<file path="config.mk">
export PLATFORM = sky130hd
export DESIGN_NAME = genius_round_ctrl
export DESIGN_NICKNAME = d
export VERILOG_FILES = /design/src/rtl/genius_round_ctrl.sv
export SDC_FILE = /design/constraint.sdc
export NUM_CORES = 1
export LEC_CHECK = 0
export ABC_AREA = 1
export CAP_MARGIN = 20
export CORE_ASPECT_RATIO = 0.7
export CORE_MARGIN = 2
export CORE_UTILIZATION = 58
export DETAILED_ROUTE_END_ITERATION = 16
export GPL_ROUTABILITY_DRIVEN = 1
export HOLD_SLACK_MARGIN = 0.15
export PLACE_DENSITY = 0.85
export SLEW_MARGIN = 20
export SYNTH_ARGS = -nofsm -noshare
export SYNTH_HDL_FRONTEND = slang
export SYNTH_SLANG_ARGS = --single-unit
</file>
<file path="constraint.sdc">
create_clock -name CLKT -period 4.08 [get_ports CLKT]
set_clock_uncertainty 0.05 [all_clocks]
set_input_delay 0.612 -clock CLKT [delete_from_list [all_inputs] [get_ports CLKT]]
set_output_delay 0.612 -clock CLKT [all_outputs]
set_load 0.02 [all_outputs]
</file>
<file path="src/rtl/genius_round_ctrl.sv">
// Round sequencer for the Genius memory game: plays the colour sequence, times and checks player input.
// Optional build macro GENIUS_PAUSE_EN adds a PAUSE input that freezes the game while busy.
module genius_round_ctrl #(
    parameter int unsigned SIZE       = 4,
    parameter int unsigned LVL_W      = 4,
    parameter int unsigned SEQ_MAX    = 16,
    parameter int unsigned TIMEOUT    = 9,
    parameter int unsigned SHOW_TICKS = 2
) (
    input  logic             CLKT,
    input  logic             R,
    input  logic             START,
    input  logic             TICK,
    input  logic [1:0]       SEQ_COLOR,
    input  logic [3:0]       BTN,
`ifdef GENIUS_PAUSE_EN
    input  logic             PAUSE,
`endif
    output logic [LVL_W-1:0] SEQ_ADDR,
    output logic [3:0]       LED,
    output logic [SIZE-1:0]  TEMPO,
    output logic [LVL_W-1:0] LEVEL,
    output logic             BUSY,
    output logic             WIN,
    output logic             LOSE
);

    // Round length is held one bit wider so SEQ_MAX == 2^LVL_W stays representable.
    localparam int unsigned LW1 = LVL_W + 1;

    typedef enum logic [2:0] {
        S_IDLE, S_SHOW_ON, S_SHOW_OFF, S_INPUT, S_GAP, S_WIN, S_LOSE
    } state_t;

    state_t             state_q, state_d;
    logic [LVL_W-1:0]   addr_q, addr_d;
    logic [LW1-1:0]     level_q, level_d;
    logic [SIZE-1:0]    tempo_q, tempo_d;
    logic [SIZE-1:0]    tick_q, tick_d;
    logic               busy_q, win_q, lose_q;
    logic               pause_c;
    logic               last_c;
    logic [3:0]         exp_c;

    function automatic logic [3:0] one_hot(input logic [1:0] c);
        one_hot = 4'b0001 << c;
    endfunction

    function automatic logic is_busy(input state_t s);
        is_busy = (s != S_IDLE) && (s != S_WIN) && (s != S_LOSE);
    endfunction

`ifdef GENIUS_PAUSE_EN
    assign pause_c = PAUSE && is_busy(state_q);
`else
    assign pause_c = 1'b0;
`endif

    assign exp_c  = one_hot(SEQ_COLOR);
    assign last_c = ({1'b0, addr_q} == (level_q - LW1'(1)));

    // State and datapath registers.
    always_ff @(posedge CLKT) begin
        if (R) begin
            state_q <= S_IDLE;
            addr_q  <= '0;
            level_q <= '0;
            tempo_q <= '0;
            tick_q  <= '0;
            busy_q  <= 1'b0;
            win_q   <= 1'b0;
            lose_q  <= 1'b0;
        end else begin
            state_q <= state_d;
            addr_q  <= addr_d;
            level_q <= level_d;
            tempo_q <= tempo_d;
            tick_q  <= tick_d;
            busy_q  <= is_busy(state_d);
            win_q   <= (state_d == S_WIN);
            lose_q  <= (state_d == S_LOSE);
        end
    end

    // Next-state and datapath update.
    always_comb begin
        state_d = state_q;
        addr_d  = addr_q;
        level_d = level_q;
        tempo_d = tempo_q;
        tick_d  = tick_q;
        if (!pause_c) begin
            case (state_q)
                S_IDLE, S_WIN, S_LOSE: begin
                    if (START) begin
                        state_d = S_SHOW_ON;
                        level_d = LW1'(1);
                        addr_d  = '0;
                        tempo_d = '0;
                        tick_d  = '0;
                    end
                end
                S_SHOW_ON: begin
                    if (TICK) begin
                        if (tick_q == SIZE'(SHOW_TICKS - 1)) begin
                            state_d = S_SHOW_OFF;
                            tick_d  = '0;
                        end else begin
                            tick_d = tick_q + SIZE'(1);
                        end
                    end
                end
                S_SHOW_OFF: begin
                    if (TICK) begin
                        tick_d = '0;
                        if (last_c) begin
                            state_d = S_INPUT;
                            addr_d  = '0;
                            tempo_d = '0;
                        end else begin
                            state_d = S_SHOW_ON;
                            addr_d  = addr_q + LVL_W'(1);
                        end
                    end
                end
                S_INPUT: begin
                    // A press takes priority over a coincident TICK.
                    if (BTN != 4'b0000) begin
                        if (BTN == exp_c) begin
                            tempo_d = '0;
                            if (!last_c) begin
                                addr_d = addr_q + LVL_W'(1);
                            end else if (level_q == LW1'(SEQ_MAX)) begin
                                state_d = S_WIN;
                            end else begin
                                state_d = S_GAP;
                                level_d = level_q + LW1'(1);
                                addr_d  = '0;
                                tick_d  = '0;
                            end
                        end else begin
                            state_d = S_LOSE;
                        end
                    end else if (TICK) begin
                        if (tempo_q < SIZE'(TIMEOUT)) begin
                            tempo_d = tempo_q + SIZE'(1);
                        end else begin
                            state_d = S_LOSE;
                        end
                    end
                end
                S_GAP: begin
                    if (TICK) begin
                        state_d = S_SHOW_ON;
                        tick_d  = '0;
                    end
                end
                default: begin
                    state_d = S_IDLE;
                end
            endcase
        end
    end

    // LED follows the memory read directly so each step lights on its first SHOW_ON cycle.
    always_comb begin
        LED = 4'b0000;
        if (state_q == S_SHOW_ON && !pause_c) begin
            LED = exp_c;
        end
    end

    assign SEQ_ADDR = addr_q;
    assign LEVEL    = level_q[LVL_W-1:0];
    assign TEMPO    = tempo_q;
    assign BUSY     = busy_q;
    assign WIN      = win_q;
    assign LOSE     = lose_q;

endmodule

</file>
==> results.py, run 1 <==
metrics = {
    "timing": {
        "rsz0062_at_grt": "no",
        "hold_viol": 0,
        "worst_slew_pin_slew_ns": 0.478,
        "final.setup.tns_ns": 0,
        "finalCritPeriodShare": 0.666,
        "max_freq_ghz": 0.368,
        "setup_viol_count_final": 0,
        "report.final.slew_viol_count": 0,
        "worst_slack_ns": 1.36,
        "max_slew_margin": 0.681,
        "min_period_ns": 2.72,
    },
    "worst_setup_path": {
        "path_buf_inv": 2,
        "cpMaxStageDelayCell": "clkdlybuf4s50_1",
        "path_max_fanout": 7,
        "startpoint_type": "input port",
        "cp_data_arrival_time_ns": 2.05,
        "cp_common_cell": "clkdlybuf4s50_1",
        "cp_cell_sequence": "clkdlybuf4s50_1 -> nand2_1 -> nor2_1 -> clkdlybuf4s50_1",
        "slowest_delay_ns": 0.61,
        "end_kind": "primary output",
        "r2r_setup_slack_ns": 1.79,
        "crit_family": "buffers and inverters",
        "cp.required_ns": 3.42,
        "critPathKind": "input port to primary output",
    },
    "grt": {
        "grt_max_degree": 15,
        "grt_usage": 0.263,
        "first_global_vias": 1625,
        "antenna_found_initial": 0,
        "grt_pass1_wl_um": 7490,
        "gr-total-overflow": 0,
    },
    "floorplanning": {
        "pin_count": 29,
        "die_h_um": 50.8,
        "dieArea_um2": 3600,
        "row_count": 16,
        "start_util": 0.630,
        "core_area_um2": 2880,
        "die_w_um": 70.9,
    },
    "status": {
        "status": "completed",
    },
    "layout": {
        "diodes": 0,
        "seq_area_um2": 460,
        "nFillCells": 256,
        "multi_input_area_um2": 1140,
        "final_nets": 337,
        "finalInstanceArea_um2": 2140,
        "area_delta_synth_final_pct": 17.7,
        "drive_gt1_frac": 0.116,
    },
    "power": {
        "power_density_nw_per_um2": 323,
        "power.total_w": 0.000691,
        "leakagePower_nw": 0.955,
        "ir_worst_vdd_mv": 0.229,
    },
    "logic_synthesis": {
        "synthTopCellsByArea": "dfxtp_1 (25%), nand2_1 (16%), nor2_1 (8.1%)",
        "synth_cell_types": 32,
        "synth_cells": 294,
        "synth.yosys.seq_area_share": 0.254,
        "synth_area_leader_cell": "dfxtp_1",
        "synth_area_per_cell_um2": 6.18,
        "ys_warn_count": 0,
        "synthArstFlopShare": 0,
        "syn-num-nets": 311,
        "synth.top_cell.area_share": 0.254,
        "synth_edf_count": 0,
        "synth_ff_type": "dfxtp_1",
        "syn_area_um2": 1820,
        "ys_seq_elements": 23,
    },
    "detailed_routing": {
        "vias": 1897,
        "postRouteWirelength_um": 4310,
        "drtAntennaViolNets": 0,
        "dr.pass1.iters": 4,
        "wl_per_cell_um": 12.1,
        "drt_first_iter_violations": 87,
        "routed_via_density": 5.34,
        "drc": 0,
    },
    "clocking": {
        "post_cts_buffers": 0,
        "cts_htree_levels": 1,
        "clock_path_buffers": 2,
        "clock-root-buffer": "clkbuf_8",
        "cts_tree": "done",
        "cts.sinks": 23,
        "cts_hold_buf": 0,
        "cts_resized": 0,
        "cts_made_buffers": 3,
        "clk_latency_ns": 0.27,
        "clk_pin_slew_ns": 0.09,
    },
    "placement": {
        "placed_cell_area_um2": 2090,
        "dpl.hpwl_um": 3350,
        "gp_congestion": 0.905,
        "dp_slack_ns": 1.38,
        "numPortBuffers": 28,
    },
    "min_path": {
        "hold_path_class": "flip-flop to flip-flop",
    },
    "run": {
        "maxCapViolations": 0,
    },
}
[area by class of cell]
cell class,count,share of cell area
Clock inverter,1,0.00351
Sequential cell,23,0.215
Clock buffer,3,0.0193
Inverter,43,0.0755
Multi-Input combinational cell,221,0.534
Timing Repair Buffer,28,0.131
Tap cell,36,0.0211
[worst register-to-register path, cell delays in order, from the launching register on]
cell and delay (ns):
dfxtp_1 0.47, inv_2 0.09, ha_1 0.28, inv_1 0.10
nand2_1 0.07, nand3_1 0.10, nand2_1 0.06, nor2_2 0.14
nand2_4 0.10, nand2_2 0.08, nor3b_4 0.30, nand2_2 0.15
nand2_1 0.09, a21oi_1 0.06
[where the power goes]
| part | switching, W | internal, W | total [W] | leakage, nW |
|---|---|---|---|---|
| logic | 0.000170 | 0.000103 | 0.000273 | 0.746 |
| clock network | 0.0000784 | 0.0000692 | 0.000148 | 0.0217 |
| registers | 0.0000265 | 0.000244 | 0.000271 | 0.187 |
| total | 0.000275 | 0.000417 | 0.000691 | 0.955 |
[final timing paths]
check	to	cells after the start	startpoint
worst max register to register	level_q[4]	13	level_q[0]
worst min-delay path	TEMPO[3]	2	TEMPO[3]
worst max-delay path	LED[3]	4	SEQ_COLOR[1]
worst min register to register	TEMPO[3]	2	TEMPO[3]
[cells in the mapped netlist (all sizes together), types with 2 or more instances]
library cell	instances
nor3b	2
o21ai	10
nand2	83
dfxtp	23
clkinv	3
ha	7
nor2	47
o31ai	2
buf	6
o22ai	2
nand4	3
a21oi	20
xor2	5
nor3	6
nand3	30
or2	2
inv	40
[state kept, by name (all words and copies together), names as in the netlist]
name      flops
TEMPO         4
WIN           1
state_q       3
BUSY          1
SEQ_ADDR      4
LOSE          1
level_q       5
tick_q        4
[cell usage in the layout (no fill, tap or decap), drive strengths merged]
master	netlist	final
a21oi	20	20
o31ai	2	2
xnor2	1	1
ha	7	7
dfxtp	23	23
or2	2	2
xor2	5	5
nand2	83	83
inv	40	40
clkinvlp	0	1
nand3	30	30
clkbuf	1	3
o22ai	2	2
nor3	6	6
nand4	3	3
o211ai	1	1
nor3b	2	2
nor2	47	47
clkdlybuf4s50	0	28
clkinv	3	3
o21ai	10	10
[per-stage QoR]
stage,hold WS [ns],utilization,std cells
final,0.461,0.741,355
after global routing,0.486,0.741,355
after CTS,0.462,0.741,355
after detailed placement,0.442,0.724,351
after global placement,0.430,0.724,351
after floorplan,0.415,-,294
[kinds of logic after synthesis]
logic type	Yosys count	synth area share
AND/OR/NAND/NOR	173	0.441
AO/OA/AOI/OAI	35	0.110
buffers and inverters	50	0.118
flip-flops	23	0.254
XOR/XNOR	6	0.0289
adder cells (fa/ha/maj)	7	0.0482
[layer usage]
layer,GRT usage,vias to the layer above,share of wire
li1,-,986,-
met1,0.388,838,0.49
met2,0.399,65,0.42
met3,0.0552,8,0.084
met4,0.0472,0,0.010
met5,0,-,0
Power figures use the tool's default switching activity.
==> run 2: changes to the inputs <==
Settings changed: CORE_UTILIZATION 58 to 48, PLACE_DENSITY 0.85 to 0.76.
Clock period 4.08 ns to 2.18 ns, I/O delays scaled along.
==> run 2 against run 1 <==
Net effect:
- utilization down 11 points
- global-route usage decreased by 6.5 points
- hold slack got worse by 0.010 ns
- largest power group unchanged
==> results.py, run 2 (same netlist as run 1, synthesis figures left out) <==
metrics = {
    "clocking": {
        "post_cts_buffers": 0,
        "clk_latency_ns": 0.26,
        "cts.sinks": 23,
        "cts_htree_levels": 1,
        "clk_pin_slew_ns": 0.08,
        "cts_hold_buf": 0,
        "clock_path_buffers": 2,
        "clock-root-buffer": "clkbuf_8",
        "cts_tree": "done",
        "cts_made_buffers": 3,
    },
    "layout": {
        "seq_area_um2": 463,
        "largest_reg_flops": 5,
        "postLayoutCoreUtil": 0.632,
        "nFillCells": 316,
        "drive_gt1_frac": 0.158,
        "diodes": 0,
        "final_common_cell": "nand2_1",
        "area_delta_synth_final_pct": 24.6,
        "top_register": "level_q",
        "final_nets": 347,
        "multi_input_area_um2": 1160,
        "layout_common_cells": "nand2_1 (74), nor2_1 (39), nand3_1 (29), inv_1 (27), clkdlybuf4s50_1 (24)",
    },
    "floorplanning": {
        "start_util": 0.507,
        "dieArea_um2": 4300,
        "die_w_um": 77.5,
        "row_count": 18,
        "die_h_um": 55.5,
        "core_area_um2": 3580,
        "pin_count": 29,
    },
    "detailed_routing": {
        "dr.pass1.iters": 5,
        "postRouteWirelength_um": 4220,
        "wl_per_cell_um": 11.1,
        "routed_via_density": 5.06,
        "drt_first_iter_violations": 119,
        "drc": 0,
        "vias": 1919,
        "drtAntennaViolNets": 0,
    },
    "timing": {
        "min_period_ns": 2.03,
        "report.final.slew_viol_count": 0,
        "setup_viol_count_final": 0,
        "max_slew_margin": 0.789,
        "hold_viol": 0,
        "worst_slack_ns": 0.151,
        "worst_slew_pin_slew_ns": 0.316,
        "max_freq_ghz": 0.493,
        "finalCritPeriodShare": 0.931,
    },
    "power": {
        "ir_worst_vdd_mv": 0.621,
        "power.total_w": 0.00132,
        "leakagePower_nw": 1.08,
        "power_density_nw_per_um2": 584,
    },
    "worst_setup_path": {
        "cp_data_arrival_time_ns": 2.13,
        "end_kind": "flip-flop",
        "cp.required_ns": 2.29,
        "critPathKind": "flip-flop to flip-flop",
        "startpoint_type": "flip-flop",
        "path_max_fanout": 6,
    },
    "placement": {
        "numPortBuffers": 28,
        "dpl.hpwl_um": 3310,
        "dp_slack_ns": -0.0704,
        "gp_congestion": 0.891,
    },
    "grt": {
        "grt_usage": 0.197,
        "first_global_vias": 1576,
        "antenna_found_initial": 0,
        "gr-total-overflow": 0,
        "grt_pass1_wl_um": 7090,
        "grt_max_degree": 15,
    },
    "min_path": {
        "hold_path_class": "flip-flop to flip-flop",
    },
    "status": {
        "status": "completed",
    },
    "run": {
        "maxCapViolations": 0,
    },
}
==> run 2: layer usage <==
metal,up-vias,wire (um),track usage
met3,2,260,0.0376
li1,1010,-,-
met4,0,16,0.0230
met5,-,0,0
met2,67,1720,0.283
met1,840,2220,0.310
==> run 2: through the flow <==
| stage | area [um2] | hold WS [ns] | TNS [ns] | std cells |
|---|---|---|---|---|
| 2_1_floorplan | 1820 | 0.346 | 0 | 294 |
| 3_3_place_gp | 2180 | 0.431 | -0.196 | 375 |
| 3_5_place_dp | 2180 | 0.435 | -0.407 | 375 |
| 4_1_cts | 2230 | 0.453 | 0 | 379 |
| 5_1_grt | 2260 | 0.470 | -0.0601 | 379 |
| 6_report | 2260 | 0.451 | 0 | 379 |
==> run 2: area by class of cell <==
class | instances | share of cell area
inverter | 43 | 0.0713
clock inverter | 1 | 0.00332
sequential | 23 | 0.205
tap | 50 | 0.0277
multi-input combinational | 221 | 0.513
timing repair buffer | 38 | 0.162
clock buffer | 3 | 0.0183
==> run 2: repair_timing <==
item / 4_1_cts / 5_1_grt
endpoints found under the setup margin: 0 / 11
gates resized for setup: 0 / 10
hold endpoints to repair: 0 / 0
==> run 2: path summary, 6_finish.rpt <==
check,to,depth (start not counted),slack (ns),startpoint
worst min register to register,TEMPO[3],2,0.45,TEMPO[3]
worst min-delay path,TEMPO[3],2,0.45,TEMPO[3]
worst max register to register,level_q[3],14,0.15,level_q[0]
worst max-delay path,level_q[3],14,0.15,level_q[0]
==> run 2: worst max-delay path, cell delays in order, from the launching register on <==
cell and delay [ns]:
dfxtp_2 0.34, inv_2 0.06, ha_4 0.27, inv_1 0.04
nand2_1 0.05, nand2_1 0.06, nor2_2 0.15, inv_2 0.06
nor2_4 0.09, nand2_4 0.10, nand2_4 0.07, nor3b_4 0.29
nand2_2 0.15, nand2_1 0.08, a21oi_1 0.05
==> run 2: power by group <==
| group | switching, W | internal [W] | total [W] | leakage [nW] |
|---|---|---|---|---|
| Combinational | 0.000332 | 0.000222 | 0.000555 | 0.869 |
| Sequential | 0.0000412 | 0.000458 | 0.000499 | 0.188 |
| Clock | 0.000138 | 0.000129 | 0.000267 | 0.0217 |
| Total | 0.000511 | 0.000809 | 0.00132 | 1.08 |
